File: config.mk
export PLATFORM = sky130hd
export DESIGN_NAME = scan_chain_responder
export DESIGN_NICKNAME = d
export VERILOG_FILES = /design/src/rtl/scan_chain_responder.sv
export SDC_FILE = /design/constraint.sdc
export NUM_CORES = 1
export LEC_CHECK = 0
export BUFFER_PORTS_ARGS = -buffer_cell sky130_fd_sc_hd__buf_2
export CAP_MARGIN = 30
export CORE_MARGIN = 2
export CORE_UTILIZATION = 40
export DETAILED_ROUTE_END_ITERATION = 7
export GPL_TIMING_DRIVEN = 0
export PLACE_DENSITY_LB_ADDON = 0.05
export SLEW_MARGIN = 20
export SYNTH_ARGS = -nofsm -noshare
export SYNTH_HDL_FRONTEND = slang
export SYNTH_SLANG_ARGS = --single-unit
File: constraint.sdc
create_clock -name aclk -period 8.3 [get_ports aclk]
set_input_delay 0.83 -clock aclk [delete_from_list [all_inputs] [get_ports aclk]]
set_output_delay 0.83 -clock aclk [all_outputs]
set_load 0.03 [all_outputs]
File: src/rtl/scan_chain_responder.sv
// Target-side scan chain: captures user state on session start, shifts it out
// while shifting replacement state in, then offers the new state for restore
// over a valid/ready handshake.
module scan_chain_responder #(
  parameter int unsigned CHAIN_LEN = 128,
  parameter int unsigned CNT_W     = $clog2(CHAIN_LEN + 1)
) (
  input  logic                 aclk,
  input  logic                 aresetn,
  input  logic                 scan_enable,
  input  logic                 scan_ck_enable,
  input  logic                 scan_input,
  output logic                 scan_output,
  input  logic [CHAIN_LEN-1:0] state_in,
  output logic                 halt_req,
  output logic [CHAIN_LEN-1:0] state_out,
  output logic                 restore_valid,
  input  logic                 restore_ready,
  output logic [CNT_W-1:0]     shift_count,
  output logic                 err_short,
  output logic                 err_overrun
);

  typedef enum logic [1:0] {
    IDLE,
    SHIFT,
    RESTORE
  } state_t;

  localparam logic [CNT_W-1:0] FULL = CNT_W'(CHAIN_LEN);

  state_t               state_q, state_d;
  logic                 se_q;
  logic [CHAIN_LEN-1:0] chain_q, chain_d;
  logic [CHAIN_LEN-1:0] state_out_d;
  logic [CNT_W-1:0]     count_d;
  logic                 halt_d, valid_d, err_short_d, err_overrun_d;
  logic                 rise, fall, strobe;

  assign rise        = scan_enable & ~se_q;
  assign fall        = ~scan_enable & se_q;
  assign strobe      = scan_enable & scan_ck_enable;
  assign scan_output = chain_q[CHAIN_LEN-1];

  // FSM state and scan_enable edge-detect register
  always_ff @(posedge aclk or posedge aresetn) begin
    if (aresetn) begin
      state_q <= IDLE;
      se_q    <= 1'b0;
    end else begin
      state_q <= state_d;
      se_q    <= scan_enable;
    end
  end

  // Chain, counters, flags and handshake registers
  always_ff @(posedge aclk or posedge aresetn) begin
    if (aresetn) begin
      chain_q       <= '0;
      state_out     <= '0;
      shift_count   <= '0;
      halt_req      <= 1'b0;
      restore_valid <= 1'b0;
      err_short     <= 1'b0;
      err_overrun   <= 1'b0;
    end else begin
      chain_q       <= chain_d;
      state_out     <= state_out_d;
      shift_count   <= count_d;
      halt_req      <= halt_d;
      restore_valid <= valid_d;
      err_short     <= err_short_d;
      err_overrun   <= err_overrun_d;
    end
  end

  // Next-state and next-register logic for the capture/shift/restore session
  always_comb begin
    state_d       = state_q;
    chain_d       = chain_q;
    state_out_d   = state_out;
    count_d       = shift_count;
    halt_d        = halt_req;
    valid_d       = restore_valid;
    err_short_d   = err_short;
    err_overrun_d = err_overrun;
    unique case (state_q)
      IDLE: begin
        if (rise) begin
          chain_d       = state_in;
          count_d       = '0;
          err_short_d   = 1'b0;
          err_overrun_d = 1'b0;
          halt_d        = 1'b1;
          state_d       = SHIFT;
        end
      end
      SHIFT: begin
        if (strobe) begin
          chain_d = {chain_q[CHAIN_LEN-2:0], scan_input};
          if (shift_count == FULL) begin
            err_overrun_d = 1'b1;
          end else begin
            count_d = shift_count + CNT_W'(1);
          end
        end else if (fall) begin
          if (shift_count == FULL && !err_overrun) begin
            state_out_d = chain_q;
            valid_d     = 1'b1;
            state_d     = RESTORE;
          end else begin
            if (shift_count != FULL) begin
              err_short_d = 1'b1;
            end
            halt_d  = 1'b0;
            state_d = IDLE;
          end
        end
      end
      RESTORE: begin
        if (restore_ready) begin
          valid_d = 1'b0;
          halt_d  = 1'b0;
          state_d = IDLE;
        end
      end
      default: state_d = IDLE;
    endcase
  end

endmodule
# == Word-level counts from Yosys, hierarchy flattened ==
# Index checks and enable logic that the tools add are counted.
# word_totals
reg_bits,271
output_inout_bits,141
elab_cells,76
# classes
addsub,1
eq_ne,14
muxes,32
n_bitwise,6
n_reduce_logical,14
# ops
cell,count
$mux 128,2
$pmux 128 s2,1
$mux 8,3
$ne 2x2->1 const B,10
$pmux 8 s2,1
$reduce_and 4->1,4
$mux 1,15
$reduce_and 6->1,2
$mux 2,5
$add 8x1->8 const B,1
$eq 8x8->1 const B,1
$ne 8x8->1 const B,1
$pmux 1 s2,3
$pmux 2 s3,1
$reduce_and 5->1,1
$reduce_bool 2->1,2
$and 1x1->1,3
$not 1->1,3
$pmux 1 s3,1
$reduce_and 3->1,1
$reduce_bool 3->1,1
$eq 2x1->1 const B,1
$eq 2x2->1 const B,1
$logic_not 2->1,1
2 further kinds,2

# == Depth between registers and ports, before layout ==
# depth
ltp_word,6
depth_mapped,9

# == Worst setup path before layout ==
# No wires, ideal clock.
# synth_path
path_type,reg-to-reg
from,reg shift_count[3]
to,reg state_out[67]
arrival_time_ns,2.181
t_required_ns,8.175
setup_slack_ns,5.994
stages_incl_launch_ff,7
period_less_slack_ns,2.306
path_cell_list,dfrtp_1 > or4_4 > nor3_2 > and4bb_4 > buf_12 > buf_12 > mux2_2
# synth_between
elab_chain_len,3
# synth_rtl
element,line_no,rtl
from (decl),19,"output logic [CNT_W-1:0] shift_count,"
from (signal assigned),69,shift_count <= count_d;
$eq 8x8->1,107,if (shift_count == FULL && !err_overrun) begin
$logic_and 1x1->1,107,
$reduce_and 4->1 (no source line),n/a,
to (signal assigned),68,state_out <= state_out_d;
to (decl),16,"output logic [CHAIN_LEN-1:0] state_out,"
# Every way passes these cells.
# A chain may end at the register's enable or synchronous reset.

# == Final worst setup path ==
# layout_path
from,reg state_q[0]
to,reg chain_q[108]
# layout_between
elab_chain_len,3
# layout_rtl
element,line_no,rtl
from (decl),32,"state_t state_q, state_d;"
from (signal assigned),51,state_q <= state_d;
$eq 2x1->1 or $logic_not 2->1 (tied branches),87,unique case (state_q)
$ne 2x2->1 (no source line) or $reduce_bool 2->1 (tied branches),n/a,
$reduce_and 3->1 (no source line),n/a,
to (signal assigned),67,chain_q <= chain_d;
to (decl),34,"logic [CHAIN_LEN-1:0] chain_q, chain_d;"
# Several ways; a longest one is shown, not always the timed one.

==> flow_summary.json <==
{
  "status": "finished, final reports clean",
  "layout.cells.non_filler": 1633,
  "grt_setup_unrepaired": "no",
  "insertion_delay_ns": 0.54,
  "cpPeakStageDelay_ns": 0.59,
  "nets": 1363,
  "layout_setup_ws_ns": 5.18,
  "maxCapViolations": 0,
  "antenna_found_initial": 6,
  "critPathCaptureType": "flop",
  "clock_sinks": 271,
  "cts_tree": "done",
  "rows": 62,
  "drc": 0,
  "fp.coreArea_sq_mm": 0.0286,
  "hold_viol": 0,
  "tightest_slew_ns": 0.856,
  "cts_buffers": 31,
  "synthMuxAreaShare_pct": 24.1,
  "finalSetupViolations": 0,
  "crit_buf_inv": 4,
  "synthCells": 913,
  "drive_gt1_share_pct": 38.3,
  "yosysSeqAreaShare_pct": 58.5,
  "critPathRequiredTime_ns": 8.75,
  "grt_pass1_wl_um": 44100,
  "n_fill_cell": 2622,
  "ant_nets": 0,
  "synth.top_cell.area_share_pct": 58.5,
  "wire_per_inst_um": 17.1,
  "htree_levels": 1,
  "num_vias": 7925,
  "path_class": "flop to flop",
  "synth-seq-cells": 271,
  "crit_family": "buffers and inverters",
  "place_area_sq_mm": 0.0135,
  "place_inst": 1574,
  "finalSetupTns_ns": 0,
  "fin_crit_sh_pct": 37.6,
  "cp_max_fo": 10,
  "area_delta_synth_final_pct": 26.0,
  "ys.flop_type": "dfrtp_1",
  "ios": 275,
  "worstPathCellList": "inv_1 -> ha_1 -> mux2_2 -> nand2_1 -> buf_2 -> clkbuf_1 -> clkbuf_1 -> nand2_1 -> o21ai_0",
  "synthTopCellsByCount": "271 x dfrtp_1, 133 x nand2_1, 130 x o21ai_0, 129 x mux2i_1, 119 x mux2_2",
  "crit_slowest_cell": "clkbuf_1",
  "clock_tree.root_cell": "clkbuf_16",
  "hold_buffers": 0,
  "die_area_sq_mm": 0.0303,
  "hp-class": "input port to async pin",
  "dp_hpwl_um": 19500,
  "top_layer": "met5",
  "wl_met1_um": 12800,
  "wl_met2_um": 12600,
  "leakage_nw": 7.73,
  "relSlewSlack_pct": 42.5,
  "synth_compound_area_share_pct": 6.45,
  "die_x_um": 174,
  "ys_types": 37,
  "avgViaCountPerCell": 4.85,
  "grtUsageTotal_pct": 18.1,
  "place_congestion": 0.723,
  "synth_area_sq_mm": 0.0116,
  "final_area_sq_mm": 0.0146,
  "drv_slew": 0,
  "synth_edf_count": 0,
  "ir_drop_v": 0.000161,
  "port_buffers": 274,
  "fmax_mhz": 321,
  "post_cts_buffers": 0,
  "period_minus_slack_ns": 3.12,
  "yosys.cell_count.top_type": "dfrtp_1",
  "drt_iter0_drc": 411,
  "routed-wl-met3_um": 1870,
  "synth_top_family_by_area": "multiplexers",
  "synth-xor-area-share_pct": 0.302,
  "die_h_um": 174,
  "fin_util_pct": 51.0,
  "power_density_mw_per_mm2": 294,
  "first_global_vias": 7965,
  "place_ws_ns": 4.91,
  "postSynthAreaPerCell_sq_um": 12.7,
  "cp-start-kind": "flop",
  "wirelength_um": 27900,
  "start_util_pct": 40.5,
  "crit_arrival_ns": 3.57,
  "overflow": 0,
  "ctsResizeCount": 0,
  "clk_pin_slew_ns": 0.06,
  "yosysTopAreaCell": "dfrtp_1",
  "fin_skew_ns": 0.00749,
  "dr.pass1.iters": 4,
  "clockBufferDepth": 3,
  "async_flop_share_pct": 100,
  "synth_area_leaders": "dfrtp_1 59%, mux2_2 12%, mux2i_1 11%, o21ai_0 5.6%, nand2_1 4.3%",
  "synthAdderAreaFrac_pct": 0.648,
  "yosys.area_share.simple_pct": 5.91,
  "syn_nets": 1053,
  "grt_max_degree": 94,
  "yosysWarnings": 0
}
cell families (layout without fill, tap and decap cells):
| family | count (synthesis) | after routing |
|---|---|---|
| flops | 271 | 271 |
| mux | 259 | 259 |
| simple gates | 163 | 163 |
| compound gates | 144 | 144 |
| buf+inv | 66 | 400 |
| fa+ha+maj | 6 | 6 |
| xor+xnor | 4 | 4 |
| other cells | 0 | 2 |
metrics by stage:
step | power, mW | hold WS [ns]
6_report | 4.30 | 0.298
5_1_grt | 4.58 | 0.307
4_1_cts | 4.36 | 0.293
3_5_place_dp | 2.94 | 0.475
3_3_place_gp | 2.92 | 0.467
2_1_floorplan | 2.59 | 0.466
layer usage:
metal	vias to the layer above	track usage (%)
li1	3816	-
met1	3853	25.3
met2	206	28.0
met3	46	5.05
met4	4	4.41
met5	-	0
flip-flops by register name, indices dropped and copies added, names as in the netlist:
name / cells
chain_q: 128
halt_req: 1
state_q: 2
state_out: 128
se_q: 1
restore_valid: 1
shift_count: 8
err_overrun: 1
err_short: 1
where the power goes:
part / switching [mW] / internal [mW]
Combinational: 0.628 / 0.441
Sequential: 0.217 / 1.61
Clock: 0.538 / 0.864
Total: 1.38 / 2.92
cells in the final DEF, fill, tap and decap left out, types with 10 or more instances in the layout:
| cell type | netlist | layout |
|---|---|---|
| buf_12 | 13 | 13 |
| mux2i_1 | 129 | 129 |
| o21ai_0 | 130 | 130 |
| nand2_1 | 133 | 133 |
| clkbuf_8 | 1 | 11 |
| dfrtp_1 | 271 | 271 |
| mux2_4 | 10 | 10 |
| clkbuf_1 | 40 | 45 |
| clkbuf_16 | 0 | 31 |
| buf_2 | 2 | 276 |
| mux2_2 | 119 | 119 |
worst paths after layout:
kind | startpoint | endpoint | slack (ns) | depth (start not counted)
min reg2reg | state_out[76] | state_out[76] | 0.48 | 1
max | state_q[0] | chain_q[108] | 5.18 | 9
max in group asynchronous | aresetn | state_out[41] | 6.86 | 4
min | aresetn | state_out[17] | 0.30 | 2
min in group aclk | scan_enable | se_q | 0.44 | 1
max reg2reg | state_q[0] | chain_q[108] | 5.18 | 9
cell type report:
class	count	area, sq um	share of cell area (%)
multi-input cells	576	4330	29.7
well taps	384	480	3.29
repair buffers	277	1450	9.96
inverters	8	37.5	0.257
clock buffers	46	932	6.38
flip-flops and latches	271	6780	46.4
clock inverters	11	135	0.925
plain buffers	58	442	3.02
diodes	2	5.00	0.0343
Power figures use the tool's default switching activity.
